[src/rtl/fetch_unit_pkg.sv]
// fetch_unit_pkg: opcode constants, fetch-queue entry type and immediate decoders
package fetch_unit_pkg;
    localparam logic [6:0] OJAL = 7'b1101111;
    localparam logic [6:0] OJALR = 7'b1100111;
    localparam logic [6:0] OB = 7'b1100011;
    localparam logic [31:0] HALT_INS = 32'h0ff00513;
    localparam logic [1:0] OC_Q1 = 2'b01;
    localparam logic [1:0] OC_Q2 = 2'b10;
    localparam logic [2:0] CF3_J = 3'b101;
    localparam logic [2:0] CF3_JAL = 3'b001;
    localparam logic [2:0] CF3_JR = 3'b100;
    localparam logic [2:0] CF3_BEQZ = 3'b110;
    localparam logic [2:0] CF3_BNEZ = 3'b111;

    typedef struct packed {
        logic [31:0] pc;
        logic [31:0] ins;
        logic        pred;
        logic [31:0] alt;
    } fq_entry_t;

    function automatic logic [31:0] j_imm(input logic [31:0] i);
        return {{12{i[31]}}, i[19:12], i[20], i[30:21], 1'b0};
    endfunction

    function automatic logic [31:0] b_imm(input logic [31:0] i);
        return {{20{i[31]}}, i[7], i[30:25], i[11:8], 1'b0};
    endfunction

    function automatic logic [31:0] cj_imm(input logic [31:0] i);
        return {{21{i[12]}}, i[8], i[10:9], i[6], i[7], i[2], i[11], i[5:3], 1'b0};
    endfunction

    function automatic logic [31:0] cb_imm(input logic [31:0] i);
        return {{24{i[12]}}, i[6:5], i[2], i[11:10], i[4:3], 1'b0};
    endfunction
endpackage

[src/rtl/fetch_queue.sv]
// fetch_queue: circular FIFO of fetched instructions with flush and occupancy count
module fetch_queue
    import fetch_unit_pkg::*;
#(
    parameter int DEPTH = 4,
    parameter int CNT_BITS = 3
) (
    input  logic                clk_in,
    input  logic                rst_in,
    input  logic                en,
    input  logic                push,
    input  logic                pop,
    input  logic                flush,
    input  fq_entry_t           din,
    output fq_entry_t           dout,
    output logic [CNT_BITS-1:0] count,
    output logic                full,
    output logic                empty
);
    localparam int PW = $clog2(DEPTH);

    fq_entry_t mem [DEPTH];
    logic [PW-1:0] wr_ptr, rd_ptr;
    logic do_push, do_pop;

    assign full = count == CNT_BITS'(DEPTH);
    assign empty = count == '0;
    assign do_push = push && !full && !flush;
    assign do_pop = pop && !empty && !flush;
    assign dout = mem[rd_ptr];

    // entry storage, written at the tail
    always_ff @(posedge clk_in) begin
        if (en && do_push) mem[wr_ptr] <= din;
    end

    // wrapping pointers and occupancy; flush empties the queue
    always_ff @(posedge clk_in or posedge rst_in) begin
        if (rst_in) begin
            wr_ptr <= '0;
            rd_ptr <= '0;
            count <= '0;
        end else if (en) begin
            if (flush) begin
                wr_ptr <= '0;
                rd_ptr <= '0;
                count <= '0;
            end else begin
                if (do_push) wr_ptr <= wr_ptr + PW'(1);
                if (do_pop) rd_ptr <= rd_ptr + PW'(1);
                count <= count + CNT_BITS'(do_push) - CNT_BITS'(do_pop);
            end
        end
    end
endmodule

[src/rtl/fetch_unit.sv]
// fetch_unit: PC generation, 2-bit BHT prediction and queued issue to decoder (FETCH_BYPASS_EN: empty-queue bypass)
module fetch_unit
    import fetch_unit_pkg::*;
#(
    parameter int BHT_BITS = 8,
    parameter int FETCH_DEPTH = 4,
    parameter int CNT_BITS = 3
) (
    input  logic                clk_in,
    input  logic                rst_in,
    input  logic                rdy_in,
    output logic [31:0]         out_PC,
    output logic                ask_for,
    input  logic                give_you,
    input  logic [31:0]         g_ins,
    input  logic                rob_rs_slb_full,
    output logic                is_ins,
    output logic [31:0]         ins_addr,
    output logic [31:0]         ins,
    output logic                pred_jmp,
    output logic [31:0]         another_branch,
    input  logic                rob_clear,
    input  logic [31:0]         rob_new_pc,
    input  logic                cancel_stuck,
    input  logic [31:0]         jalr_new_pc,
    input  logic                is_res,
    input  logic [BHT_BITS-1:0] res_pc_part,
    input  logic                res_jmp,
    output logic [CNT_BITS-1:0] fq_count
);
    logic [31:0] pc_q, seq_pc, br_tgt, next_pc;
    logic stuck, halted;
    logic [1:0] bht [2**BHT_BITS];
    logic is_c, is_halt, is_jalr, is_jal, is_cj, is_br, taken;
    logic accept, bypass, push, pop, fq_full, fq_empty;
    fq_entry_t new_e, head, issue_e;

    assign out_PC = pc_q;
    assign ask_for = !stuck && !fq_full && !rob_clear;
    assign accept = rdy_in && ask_for && give_you;
`ifdef FETCH_BYPASS_EN
    assign bypass = accept && fq_empty && !rob_rs_slb_full;
`else
    assign bypass = 1'b0;
`endif
    assign push = accept && !bypass;
    assign pop = rdy_in && !rob_clear && !fq_empty && !rob_rs_slb_full;
    assign issue_e = pop ? head : new_e;

    // decode the incoming instruction and choose the next fetch PC
    always_comb begin
        is_c = g_ins[1:0] != 2'b11;
        seq_pc = pc_q + (is_c ? 32'd2 : 32'd4);
        is_halt = g_ins == HALT_INS;
        is_jalr = (!is_c && g_ins[6:0] == OJALR) ||
                  (g_ins[1:0] == OC_Q2 && g_ins[15:13] == CF3_JR && g_ins[6:2] == 5'd0);
        is_jal = !is_c && g_ins[6:0] == OJAL;
        is_cj = g_ins[1:0] == OC_Q1 && (g_ins[15:13] == CF3_J || g_ins[15:13] == CF3_JAL);
        is_br = (!is_c && g_ins[6:0] == OB) ||
                (g_ins[1:0] == OC_Q1 && (g_ins[15:13] == CF3_BEQZ || g_ins[15:13] == CF3_BNEZ));
        br_tgt = pc_q + (is_c ? cb_imm(g_ins) : b_imm(g_ins));
        taken = is_br && bht[pc_q[BHT_BITS:1]][1];
        next_pc = (is_halt || is_jalr) ? pc_q :
                  is_jal ? pc_q + j_imm(g_ins) :
                  is_cj ? pc_q + cj_imm(g_ins) :
                  taken ? br_tgt : seq_pc;
        new_e = '{pc: pc_q, ins: g_ins, pred: taken, alt: (is_br && !taken) ? br_tgt : seq_pc};
    end

    // PC and stall state; a HALT stall only yields to a ROB redirect
    always_ff @(posedge clk_in or posedge rst_in) begin
        if (rst_in) begin
            pc_q <= '0;
            stuck <= 1'b0;
            halted <= 1'b0;
        end else if (rdy_in) begin
            if (rob_clear) begin
                pc_q <= rob_new_pc;
                stuck <= 1'b0;
                halted <= 1'b0;
            end else if (accept) begin
                pc_q <= next_pc;
                stuck <= is_halt || is_jalr;
                halted <= is_halt;
            end else if (stuck && !halted && cancel_stuck) begin
                pc_q <= jalr_new_pc;
                stuck <= 1'b0;
            end
        end
    end

    // saturating 2-bit branch history counters
    always_ff @(posedge clk_in or posedge rst_in) begin
        if (rst_in) begin
            for (int k = 0; k < 2**BHT_BITS; k++) bht[k] <= 2'b01;
        end else if (rdy_in && is_res) begin
            bht[res_pc_part] <= res_jmp ? (bht[res_pc_part] == 2'b11 ? 2'b11 : bht[res_pc_part] + 2'b01)
                                        : (bht[res_pc_part] == 2'b00 ? 2'b00 : bht[res_pc_part] - 2'b01);
        end
    end

    // decoder-facing output registers, loaded from the queue head or the bypass path
    always_ff @(posedge clk_in or posedge rst_in) begin
        if (rst_in) begin
            is_ins <= 1'b0;
            ins_addr <= '0;
            ins <= '0;
            pred_jmp <= 1'b0;
            another_branch <= '0;
        end else if (rdy_in) begin
            is_ins <= !rob_clear && (pop || bypass);
            if (!rob_clear && (pop || bypass)) begin
                ins_addr <= issue_e.pc;
                ins <= issue_e.ins;
                pred_jmp <= issue_e.pred;
                another_branch <= issue_e.alt;
            end
        end
    end

    fetch_queue #(.DEPTH(FETCH_DEPTH), .CNT_BITS(CNT_BITS)) u_fq (
        .clk_in(clk_in),
        .rst_in(rst_in),
        .en(rdy_in),
        .push(push),
        .pop(pop),
        .flush(rob_clear),
        .din(new_e),
        .dout(head),
        .count(fq_count),
        .full(fq_full),
        .empty(fq_empty)
    );
endmodule

[config.mk]
export PLATFORM = sky130hd
export DESIGN_NAME = fetch_unit
export DESIGN_NICKNAME = d
export VERILOG_FILES = /design/src/rtl/fetch_unit_pkg.sv /design/src/rtl/fetch_queue.sv /design/src/rtl/fetch_unit.sv
export SDC_FILE = /design/constraint.sdc
export NUM_CORES = 2
export LEC_CHECK = 0
export CAP_MARGIN = 20
export CORE_AREA = 2 2 311 313
export CTS_CLUSTER_SIZE = 14
export DETAILED_ROUTE_END_ITERATION = 12
export DIE_AREA = 0 0 313 315
export HOLD_SLACK_MARGIN = 0.08
export PLACE_DENSITY = 0.82
export SLEW_MARGIN = 20
export SYNTH_ARGS = -nofsm -noshare
export SYNTH_HDL_FRONTEND = slang
export SYNTH_SLANG_ARGS = --single-unit
[constraint.sdc]
create_clock -name clk_in -period 20.1 [get_ports clk_in]
set_input_delay 3.015 -clock clk_in [delete_from_list [all_inputs] [get_ports clk_in]]
set_output_delay 3.015 -clock clk_in [all_outputs]
set_load 0.05 [all_outputs]
==> summary.txt <==
Clock transition at path regs = 70 ps
Post-Synth XOR/XNOR Area = 0.0170
Pwr dens = 111 nW/µm²
Max-Cap Viols = 0
RSZ-0062 raised after global routing = false
RePlAce Congestion = 0.946
I/O Buffers = 246
Worst-Margin Slew = 1170 ps
PostCTS Resize Cnt = 0
Cell with the largest stage delay on the worst path = buf_4
Compound-Gate Fraction of Synth Area = 0.105
Antenna viol nets, final = 0
Multiplexer share of the synthesized area = 0.176
Clk sinks = 1034
Setup slack after layout = 10960 ps
Io pins = 247
Critical path fanouts, max = 119
Vias per cell = 6.48
First-pass GRT wire length = 231000 µm
TNS Setup = 0 ps
Fin crit period = 9140 ps
Clock Skew = 30.7 ps
Area contributors post-synth = edfxtp_1 (22%), dfrtp_1 (19%), mux4_2 (14%)
WL/cell = 25.5 µm
CP max stage delay = 1010 ps
Synth area leader = edfxtp_1
Setup crit start kind = input port
Hold crit path type = reg -> reg
Initial antenna violation count = 10
Routed vias = 38329
Pins Over Slew Limit = 0
Number of synthesized flops with an enable pin = 384
Clk Latency, worst-skew pair = 700 ps
Fill cell count = 7000
Post-synth ARST share = 0.629
Crit-path cells = clkbuf_8 -> buf_4 -> mux4_2 -> mux4_2 -> mux4_2 -> or3_1 -> o21ai_1 -> a31oi_1 -> nor3_2 -> maj3_4 -> buf_4 -> buf_4 -> o21ai_0
Final Non-Filler Cells = 5917
Largest family of logic cells by synthesized area = multiplexers
Die Ht = 315 µm
DR iter-0 viols = 4672
Synth Area in Adders = 0.0259
Largest net degree at the start of global routing = 164
Via count of the first global-routing pass = 38141
Worst path bufs/invs = 4
Max VDD drop = 80.8 µV
Hold Buf Count CTS = 0
DP Worst Slack = 10380 ps
Crit path kind = in -> reg
Post-CTS setup buffers = 0
Synth Register Bits = 1034
Initial cell density of the core = 0.544
Synthesized cell area = 52000 µm²
CTS buffer count = 103
Setup Viol. Count Final = 0
Total routed wirelength = 151000 µm
Post-placement cell count = 5710
Commonest non-fill, non-tap cell in the layout = nand2_1
Crit. End Element = flip-flop
Simple-gate portion of the synthesized area = 0.105
Top FF cell, synth = dfrtp_1
CTS Buffer Depth = 3
Pleak = 22.3 nW
First drt pass iteration count = 7
Die area = 98600 µm²
Most frequent cells in the layout = nand2_1 (939), dfrtp_1 (389), edfxtp_1 (384), o21ai_0 (374), mux4_2 (314)
Sequential share of the synthesized area = 0.540
CP delay by family, top = buffers and inverters
Core Box Area = 95700 µm²
Top-area cell type share of the netlist area = 0.222
HPWL after DPL = 98300 µm
Status = finished clean
Final hold violations = 0
Area Overhead vs Synth = 14.1%
H-tree levels = 3
Design Area, Final = 59400 µm²
Total power = 0.00661 W
Achievable frequency = 109 MHz
Die W = 313 µm
Slew HR = 0.217
Post-synth net total = 4588
Total gr overflow = 0
CP Data Required Time = 20610 ps
All-Layer GR Usage = 0.306
Syn avg cell area = 11.9 µm²
WP data arrival = 9650 ps
Synth Warn # = 0
Detailed-route DRC error count = 0
Nets = 4756
Layout cells sized above 1 = 0.217
Root buf cell = clkbuf_16
# rows = 114
Cell area after placement = 55800 µm²
Library cells used by synthesis = 77
Cells after Synth = 4372
CTS tree = done
Final Cycle Share = 0.455
[final cells by class]
type / instances / area, µm² / share of cell area
repair buffers: 341 / 3220 / 0.0542
clock inverters: 60 / 642 / 0.0108
multi-input cells: 2996 / 22600 / 0.381
diodes: 11 / 27.5 / 0.000464
well taps: 1276 / 1600 / 0.0269
inverters: 64 / 244 / 0.00411
flip-flops and latches: 1034 / 28100 / 0.474
clock buffers: 135 / 2920 / 0.0492
[path summary, 6_finish.rpt]
| kind | slack (ps) | start | to | depth (start not counted) |
|---|---|---|---|---|
| worst max-delay path | 10960 | res_pc_part[0] | bht[223] | 13 |
| worst min-delay path | 460 | bht[282] | bht[282] | 2 |
| worst max register to register | 14300 | bht[241] | bht[464] | 9 |
| worst min register to register | 460 | bht[282] | bht[282] | 2 |
| max in group asynchronous | 13460 | rst_in | bht[417] | 6 |
| min in group asynchronous | 2850 | rst_in | another_branch[15] | 2 |
[synth_stat cells, drive strengths merged, types with 7 or more instances]
| library cell | number |
|---|---|
| a211oi | 9 |
| nand4 | 18 |
| nand2b | 17 |
| o21ai | 614 |
| o21a | 18 |
| mux2i | 84 |
| a311oi | 9 |
| o211ai | 11 |
| xor2 | 40 |
| inv | 63 |
| clkbuf | 153 |
| nor2b | 17 |
| a221oi | 17 |
| edfxtp | 384 |
| nor3 | 43 |
| nor2 | 138 |
| dfstp | 256 |
| mux4 | 314 |
| o31ai | 10 |
| a21o | 43 |
| o22ai | 7 |
| nor4 | 14 |
| dfrtp | 394 |
| nand2 | 939 |
| a22oi | 19 |
| xnor2 | 61 |
| o21bai | 9 |
| and2 | 16 |
| a21oi | 124 |
| or3 | 13 |
| buf | 125 |
| ha | 99 |
| mux2 | 111 |
| nand3 | 47 |
| and3 | 21 |
| o221ai | 9 |
| a31oi | 21 |
| or2 | 7 |
[flip-flops by register name, indices dropped and copies added (netlist names)]
signal          count
out_PC             32
ins                32
is_ins              1
ins_addr           32
halted              1
stuck               1
u_fq.rd_ptr         2
another_branch     31
bht               512
u_fq.mem          384
u_fq.count          3
pred_jmp            1
u_fq.wr_ptr         2
[worst reg2reg max path, cell delays in order (launching register included)]
cell     delay [ps]
dfrtp_1         410
mux4_2          480
mux4_2          500
a22oi_1         510
nand4_1         160
nor4_1          600
maj3_4          860
buf_4           880
buf_4          1040
o21ai_1         240
[cell families (layout without fill, tap and decap cells)]
group           Yosys count  count (layout)
fa+ha+maj               106             106
compound gates          966             966
mux                     509             509
simple gates           1314            1314
xor+xnor                101             101
other cells               0              11
buf+inv                 342             600
flops                  1034            1034
[power breakdown]
group          internal (W)  switching [W]  total (W)
sequential          0.00240       0.000153    0.00256
combinational      0.000765        0.00126    0.00203
clock               0.00118       0.000843    0.00202
total               0.00435        0.00226    0.00661
[through the flow]
step                hold slack [ps]  utilization
finish                          460        0.620
global route                    474        0.620
CTS                             462        0.620
detailed placement              453        0.583
global placement                447        0.583
floorplan                       442            -
[routing by layer]
layer / vias to the layer above / GRT usage / share of wire
li1: 16481 / - / -
met1: 18928 / 0.388 / 0.36
met2: 2326 / 0.490 / 0.48
met3: 594 / 0.0638 / 0.10
met4: 0 / 0.180 / 0.065
met5: - / 0 / 0
No activity file was read; power rests on OpenSTA's default activity.
